[config.mk]
export PLATFORM = sky130hd
export DESIGN_NAME = uc_jogo_principal_multiacao
export DESIGN_NICKNAME = d
export VERILOG_FILES = /design/src/rtl/uc_jogo_principal_multiacao.sv
export SDC_FILE = /design/constraint.sdc
export NUM_CORES = 1
export LEC_CHECK = 0
export BUFFER_PORTS_ARGS = -buffer_cell sky130_fd_sc_hd__buf_2
export CAP_MARGIN = 30
export CORE_MARGIN = 4
export CORE_UTILIZATION = 50
export CTS_BUF_LIST = sky130_fd_sc_hd__clkbuf_4 sky130_fd_sc_hd__clkbuf_8 sky130_fd_sc_hd__clkbuf_16
export DETAILED_ROUTE_END_ITERATION = 6
export GPL_TIMING_DRIVEN = 0
export PLACE_DENSITY = 0.79
export REMOVE_ABC_BUFFERS = 1
export SETUP_SLACK_MARGIN = 0.15
export SLEW_MARGIN = 0
export SYNTH_ARGS = -nofsm -noshare
export SYNTH_HDL_FRONTEND = slang
export SYNTH_SLANG_ARGS = --single-unit
[constraint.sdc]
create_clock -name clock -period 2.6 [get_ports clock]
set_input_delay 0.39 -clock clock [delete_from_list [all_inputs] [get_ports clock]]
set_output_delay 0.39 -clock clock [all_outputs]
set_load 0.01 [all_outputs]
[src/rtl/uc_jogo_principal_multiacao.sv]
// Main game control unit, multi-action version.
// Top-level Moore FSM: registers the player move, starts/stops movement,
// dispatches one of NUM_ACOES action sub-units (index 0 = highest priority),
// keeps one cooldown counter per action and supervises each dispatch with
// a done handshake plus timeout.
// Optional pause state enabled by macro UC_PAUSA_EN.
module uc_jogo_principal_multiacao #(
  parameter int NUM_ACOES        = 2,
  parameter int INTERVALO_CICLOS = 1000,
  parameter int SALVA_CICLOS     = 2,
  parameter int TIMEOUT_CICLOS   = 4096,
  parameter int W_CNT            = 16
) (
  input  logic                 clock,
  input  logic                 reset,
  input  logic                 iniciar,
`ifdef UC_PAUSA_EN
  input  logic                 pausa,
`endif
  input  logic                 vidas,
  input  logic                 ocorreu_jogada,
  input  logic [NUM_ACOES-1:0] acoes,
  input  logic                 fim_movimentacao,
  input  logic [NUM_ACOES-1:0] fim_acao,
  output logic                 enable_reg_jogada,
  output logic                 reset_reg_jogada,
  output logic                 inicia_movimentacao,
  output logic                 termina,
  output logic [NUM_ACOES-1:0] inicia_acao,
  output logic                 reset_maquinas,
  output logic                 reset_pontuacao,
  output logic                 pronto,
  output logic                 erro_timeout,
  output logic [NUM_ACOES-1:0] acao_pronta,
  output logic [4:0]           db_estado
);

  // state         | meaning
  // INICIAL       | idle after reset, waits for iniciar
  // INICIALIZA    | clears move register, machines, score and cooldowns
  // ESPERA_JOGADA | movement running, waits for a move
  // REGISTRA      | loads move register and latches requested actions
  // SALVA         | dwells SALVA_CICLOS clocks, then arbitrates
  // TERMINA       | asks movement to finish
  // INICIA_ACAO   | one-clock start pulse to the granted sub-unit
  // ESPERA_ACAO   | waits for granted fim_acao or timeout
  // FIM_JOGO      | game over, waits for iniciar to restart
  // PAUSADO       | paused, everything frozen (UC_PAUSA_EN only)
  // ERRO          | illegal encoding trap, leaves only by reset
  typedef enum logic [4:0] {
    INICIAL       = 5'd0,
    INICIALIZA    = 5'd1,
    ESPERA_JOGADA = 5'd2,
    REGISTRA      = 5'd3,
    TERMINA       = 5'd4,
    ESPERA_ACAO   = 5'd5,
    FIM_JOGO      = 5'd6,
    INICIA_ACAO   = 5'd7,
    SALVA         = 5'd8,
    PAUSADO       = 5'd12,
    ERRO          = 5'd31
  } estado_t;

  estado_t estado, proximo;

  logic [W_CNT-1:0]     cooldown [NUM_ACOES];
  logic [W_CNT-1:0]     cnt_salva;
  logic [W_CNT-1:0]     cnt_timeout;
  logic [NUM_ACOES-1:0] req;
  logic [NUM_ACOES-1:0] grant;
  logic [NUM_ACOES-1:0] disponivel;
  logic [NUM_ACOES-1:0] grant_novo;
  logic                 salva_fim;
  logic                 timeout_fim;
  logic                 fim_grant;
`ifdef UC_PAUSA_EN
  logic                 pausa_int;
  assign pausa_int = pausa;
`else
  logic                 pausa_int;
  assign pausa_int = 1'b0;
`endif

  assign salva_fim   = (cnt_salva == '0);
  assign timeout_fim = (cnt_timeout == '0);
  assign fim_grant   = |(fim_acao & grant);
  assign disponivel  = req & acao_pronta;
  assign db_estado   = estado;

  // Lowest-index available request wins the grant.
  always_comb begin
    grant_novo = '0;
    for (int i = NUM_ACOES - 1; i >= 0; i--) begin
      if (disponivel[i]) begin
        grant_novo    = '0;
        grant_novo[i] = 1'b1;
      end
    end
  end

  // Per-action cooldown: cleared on init, reloaded on dispatch, frozen while paused.
  for (genvar g = 0; g < NUM_ACOES; g++) begin : g_cooldown
    always_ff @(posedge clock or posedge reset) begin
      if (reset)
        cooldown[g] <= '0;
      else if (estado == INICIALIZA)
        cooldown[g] <= '0;
      else if (estado == INICIA_ACAO && grant[g])
        cooldown[g] <= W_CNT'(INTERVALO_CICLOS);
      else if (estado != PAUSADO && cooldown[g] != '0)
        cooldown[g] <= cooldown[g] - W_CNT'(1);
    end
    assign acao_pronta[g] = (cooldown[g] == '0);
  end

  // Dwell and timeout timers (down-counters, expire at zero), request and grant latches.
  always_ff @(posedge clock or posedge reset) begin
    if (reset) begin
      cnt_salva   <= '0;
      cnt_timeout <= '0;
      req         <= '0;
      grant       <= '0;
    end else begin
      if (estado == REGISTRA) begin
        cnt_salva <= W_CNT'(SALVA_CICLOS - 1);
        req       <= acoes;
      end else if (estado == SALVA && !salva_fim) begin
        cnt_salva <= cnt_salva - W_CNT'(1);
      end
      if (estado == SALVA && salva_fim)
        grant <= grant_novo;
      if (estado == INICIA_ACAO)
        cnt_timeout <= W_CNT'(TIMEOUT_CICLOS - 1);
      else if (estado == ESPERA_ACAO && !timeout_fim)
        cnt_timeout <= cnt_timeout - W_CNT'(1);
    end
  end

  // State register.
  always_ff @(posedge clock or posedge reset) begin
    if (reset) estado <= INICIAL;
    else       estado <= proximo;
  end

  // Next-state and output decode.
  always_comb begin
    proximo             = estado;
    enable_reg_jogada   = 1'b0;
    reset_reg_jogada    = 1'b0;
    inicia_movimentacao = 1'b0;
    termina             = 1'b0;
    inicia_acao         = '0;
    reset_maquinas      = 1'b0;
    reset_pontuacao     = 1'b0;
    pronto              = 1'b0;
    erro_timeout        = 1'b0;
    case (estado)
      INICIAL: if (iniciar) proximo = INICIALIZA;
      INICIALIZA: begin
        reset_reg_jogada = 1'b1;
        reset_maquinas   = 1'b1;
        reset_pontuacao  = 1'b1;
        proximo          = ESPERA_JOGADA;
      end
      ESPERA_JOGADA: begin
        inicia_movimentacao = 1'b1;
        reset_reg_jogada    = 1'b1;
        if (!vidas)              proximo = FIM_JOGO;
        else if (pausa_int)      proximo = PAUSADO;
        else if (ocorreu_jogada) proximo = REGISTRA;
      end
      REGISTRA: begin
        enable_reg_jogada = 1'b1;
        proximo           = SALVA;
      end
      SALVA: begin
        if (salva_fim) begin
          if (!vidas)                proximo = FIM_JOGO;
          else if (disponivel != '0) proximo = TERMINA;
          else                       proximo = ESPERA_JOGADA;
        end
      end
      TERMINA: begin
        termina = 1'b1;
        if (fim_movimentacao) proximo = vidas ? INICIA_ACAO : FIM_JOGO;
      end
      INICIA_ACAO: begin
        inicia_acao = grant;
        proximo     = ESPERA_ACAO;
      end
      ESPERA_ACAO: begin
        if (fim_grant) begin
          proximo = ESPERA_JOGADA;
        end else if (timeout_fim) begin
          erro_timeout = 1'b1;
          proximo      = ESPERA_JOGADA;
        end
      end
      FIM_JOGO: begin
        pronto           = 1'b1;
        reset_reg_jogada = 1'b1;
        reset_maquinas   = 1'b1;
        if (iniciar) proximo = INICIALIZA;
      end
`ifdef UC_PAUSA_EN
      PAUSADO: begin
        if (!vidas)      proximo = FIM_JOGO;
        else if (!pausa) proximo = ESPERA_JOGADA;
      end
`endif
      default: proximo = ERRO;
    endcase
  end

endmodule

# Word level (Yosys, flattened, before mapping)

Cells that the tools add are included.

Flip-flop bits (word level): 73
Bits in latches: 0
Memory bits (writable): 0
ROM bits: 0
Bits of input ports: 10
Output and inout bits: 17
Memories kept: 0

Add/subtract/negate cells: 4
Multipliers: 0
Divide/modulo/power cells: 0
Magnitude comparators: 0
Eq/ne operators: 14
Shift operators: 0
Mux-type cells: 34
Bitwise gates (word level): 2
Reduce and logical (&&, ||, !) cells: 26

Operators with widths:

| operator                                                                | count |
|---|---|
| 16-bit two-way mux                                                      | 10 |
| 16-bit logical NOT                                                      | 4 |
| 16-bit by 1-bit subtractor with 16-bit output, second input constant    | 4 |
| 5-bit one-hot mux with 8 select lines                                   | 1 |
| 5-bit two-way mux                                                       | 7 |
| 16-bit nonzero test                                                     | 2 |
| 5-bit by 3-bit == test with 1-bit output, second input constant         | 4 |
| 1-bit two-way mux                                                       | 11 |
| 5-bit by 2-bit == test with 1-bit output, second input constant         | 2 |
| 1-bit logical AND                                                       | 7 |
| 2-bit two-way mux                                                       | 3 |
| 3-bit two-way mux                                                       | 2 |
| 3-bit inequality test, second input constant                            | 2 |
| 2-bit nonzero test                                                      | 3 |
| 3-bit nonzero test                                                      | 2 |
| 2-bit OR reduction                                                      | 3 |
| 5-bit by 1-bit == test with 1-bit output, second input constant         | 1 |
| 5-bit by 4-bit == test with 1-bit output, second input constant         | 1 |
| 5-bit logical NOT                                                       | 1 |
| 5-bit by 4-bit inequality test with 1-bit output, second input constant | 1 |
| 5-bit AND reduction                                                     | 1 |
| 2-bit AND                                                               | 2 |
| 2-bit inequality test, second input constant                            | 2 |
| 3-bit OR reduction                                                      | 1 |
| 2 further kinds                                                         | 3 |

# Depth between registers and ports, before layout

Depth in word-level cells: 7
Mapped depth: 9
Depth with buffers taken out: 8

# Worst setup path after synthesis

OpenSTA, ideal clock, no wires.

Path type: flip-flop to output port
Start: reg estado[4] (netlist: db_estado[4])
End: out erro_timeout
Arrival time: 1.924 ns
Slack: 0.286 ns
Cell stages (with the launch flop): 6
Cells stage by stage: dfrtp_1 > clkbuf_2 > or3b_2 > clkbuf_2 > or3_1 > nor4_1

Cells in the longest elaborated chain, start to end: 2

Ends and longest elaborated chain:

| item                                     | line | RTL |
|---|---|---|
| start: declaration                       | 64   | `estado_t estado, proximo;` |
| start signal: assignment                 | 142  | `else estado <= proximo;` |
| 5-bit by 3-bit == test with 1-bit output | 157  | `case (estado)` |
| 1-bit two-way mux                        | 157  |  |
| end: declaration                         | 33   | `output logic erro_timeout,` |

Every way passes these cells.

# Worst setup path in the final report

Same ends and word-level chain as after synthesis.

==> summary.txt <==
Yosys
  – Synth Instances: 463
  – Top_reg_cell synth: dfrtp_1
  – Mux share of post-synthesis cell area: 2.65%
  – Post-Synth Adder-Cell Area: 2.33%
  – EDFF count, synth: 0
  – Largest family of logic cells by synthesized area: simple AND/OR/NAND/NOR gates
  – Syn Std Cell Area: 4290 µm²
  – XOR/XNOR share of the synthesized area: 7.55%
  – Synth Area in Compound Gates: 13.1%
  – Synth warn: 0
  – Post-synthesis async set-or-reset flop share: 100%
  – Yosys cell types: 63
  – Register area share after synthesis: 42.6%
  – Simple-gate area share of the yosys netlist: 27.9%
  – Mean Syn Cell Area: 9.27 µm²
  – Synth Register Bits: 73

Clock tree
  – Worst skew pair latency: 360 ps
  – Clock slew at reported path FFs: 80 ps
  – Htree depth: 3
  – CTS Buf Count: 9
  – Clock Tree Root: clkbuf_8
  – CTS tree: done
  – CTS Buffer Depth: 2
  – Clock sinks: 73

Power and ir drop
  – Worst ir drop on vdd: 0.367 mV
  – Pwr Density: 844 nW/µm²
  – Static Leak: 2.16 nW

Layout
  – Final Core Density: 59.9%
  – Leading cell type in the layout, fill and taps excluded: dfrtp_1
  – Area Growth Syn to Fin: 15.9%
  – # diodes: 0
  – Net count, final: 531
  – Share of layout cells above drive strength 1: 23.4%
  – Most frequent cells in the layout: dfrtp_1 (68), nor2_1 (53), xor2_1 (32)

Setup path
  – CP required: 2210 ps
  – CP startpoint kind: flop
  – Reg2reg setup slack: 200 ps
  – Endpoint class of the critical path: output port
  – WP buf/inv: 1
  – Crit path max fanout: 6
  – Critical path class: flop to output port
  – CP Data Arrival Time: 2120 ps
  – Largest delay share family, worst path: simple AND/OR/NAND/NOR gates
  – Critical Path Max Stage Delay: 470 ps
  – Slowest CP cell: dfrtp_2
  – Crit-path cells: or3b_4 > or3_4 > nor4_4 > buf_2

Detailed routing
  – Met3 routed WL: 464 µm
  – Drt first-iter violations: 252
  – Detailed Routing Iterations Pass 1: 5
  – Post-Route WL: 9.97 mm
  – Met2 WL: 4.79 mm
  – Vias per cell: 5.96
  – Routed len/inst: 16.0 µm
  – Wire length on met1: 4.53 mm
  – DR vias: 3,716
  – Highest metal used: met4
  – Post-DRT Antenna Nets: 0
  – Drt drc: 0

Timing
  – Unrepaired setup endpoints after global routing: yes
  – Final Cycle Share: 96.4%
  – Final hold vios: 0
  – Slew Limit Fails: 0
  – F_max: 399 MHz
  – Final hold slack: 199 ps
  – Setup TNS Final: 0 ps
  – Slew @ Worst Pin: 909 ps
  – Relative slew slack: 39.4%
  – Final setup vio count: 0
  – Clock period minus worst slack: 2510 ps
  – Clock skew: 12.6 ps

Floorplanning
  – Boundary Pins: 27
  – Die area: 10,100 µm²
  – Initial Utilization: 51.7%
  – Cell row count: 33
  – Die Y: 101 µm
  – Die X: 101 µm
  – Core area: 8300 µm²

Place
  – Post-detail-place hpwl: 6.27 mm
  – # port buffers: 26
  – GP Congestion: 0.888

Status
  – Status: complete, no violations

Global routing
  – Largest net degree at the start of global routing: 74
  – Vias in the first global route: 3,519
  – Total GRT Usage: 20.0%
  – Initial antenna violation count: 0
  – GRT overflow: 0
  – First-pass GRT wire length: 16.4 mm

Min path
  – Hold crit path type: input pin to async pin

Flow run
  – Maxcap violations: 0
[kinds of logic (layout without fill, tap and decap cells)]
family,Yosys count,in the layout
and+or+nand+nor,217,217
muxes,11,11
DFF,73,73
xor gates and xnor gates,37,37
adders and majority gates,8,8
buffers and inverters,38,93
AOI/OAI and AO/OA,79,79
[area by class of cell]
type,count,area (µm²)
sequential,73,1840
tap,105,131
inverter,19,75.1
multi-input combinational,352,2380
fill,692,3320
clock buffer,11,151
clock inverter,5,30.0
timing repair buffer,58,368
[routing by layer]
| layer | up-vias | track usage, % |
|---|---|---|
| met1 | 1801 | 27.1 |
| met4 | 0 | 7.98 |
| li1 | 1792 | - |
| met2 | 102 | 31.9 |
| met5 | - | 0 |
| met3 | 21 | 3.25 |
[synth_stat cells (5+ instances only)]
master	instances	share of area (%)
o211ai_1	7	1.2
nand3_1	21	2.4
o31ai_1	5	0.87
dfrtp_1	73	43
mux2i_1	8	1.9
nand2b_1	5	0.73
nor4b_1	5	1.0
o2111ai_1	5	1.0
nor2_1	55	4.8
a21oi_1	26	3.0
inv_1	18	1.6
or4_1	9	1.6
or3_1	12	1.7
ha_1	8	2.3
xor2_1	32	6.5
xnor2_1	5	1.0
nor4_1	7	1.0
nand2_1	28	2.4
o21ai_0	10	1.2
nand4_1	19	2.8
clkbuf_1	10	0.87
nor3_1	24	2.8
[flip-flops by register name (all words and copies together) (netlist names)]
signal	flops
req	2
cnt_timeout	16
cooldown	32
db_estado	5
grant	2
cnt_salva	16
[stage by stage]
| step | area [µm²] | power, W | std cells | setup slack (ps) |
|---|---|---|---|---|
| 6_report | 4970 | 0.00420 | 623 | 92.5 |
| 5_1_grt | 4970 | 0.00451 | 623 | 48.9 |
| 4_1_cts | 4800 | 0.00415 | 604 | 59.5 |
| 3_5_place_dp | 4460 | 0.00314 | 575 | -163 |
| 3_3_place_gp | 4460 | 0.00307 | 575 | -511 |
| 2_1_floorplan | 4200 | 0.00284 | 444 | 257 |
[power breakdown]
group / total [W] / internal, W / switching (W)
clock: 0.000838 / 0.000394 / 0.000444
combinational: 0.00148 / 0.000681 / 0.000800
sequential: 0.00188 / 0.00151 / 0.000376
total: 0.00420 / 0.00258 / 0.00162
[worst reg2reg max path: stages (launching register included)]
cell	delay [ps]
dfrtp_2	490
or4b_1	650
nor4b_4	350
o2111ai_1	240
or4_1	440
a21oi_1	150
[worst paths after layout]
kind | from | end | cells past startpoint
max in group asynchronous | reset | db_estado[2] | 2
setup reg to reg | db_estado[0] | cnt_salva[14] | 5
min in group clock | acoes[1] | req[1] | 3
hold reg to reg | cnt_timeout[15] | cnt_timeout[15] | 1
hold / removal | reset | cooldown[31] | 2
setup / recovery | db_estado[4] | erro_timeout | 4
[repair_timing]
item / 4_1_cts / 5_1_grt
gates cloned: 0 / 0
hold buffers: 0 / 0
buffers inserted: 13 / 19
endpoints found under the setup margin: 50 / 23
gates resized for setup: 18 / 9
pin swaps: 8 / 8
Power figures use the tool's default switching activity.
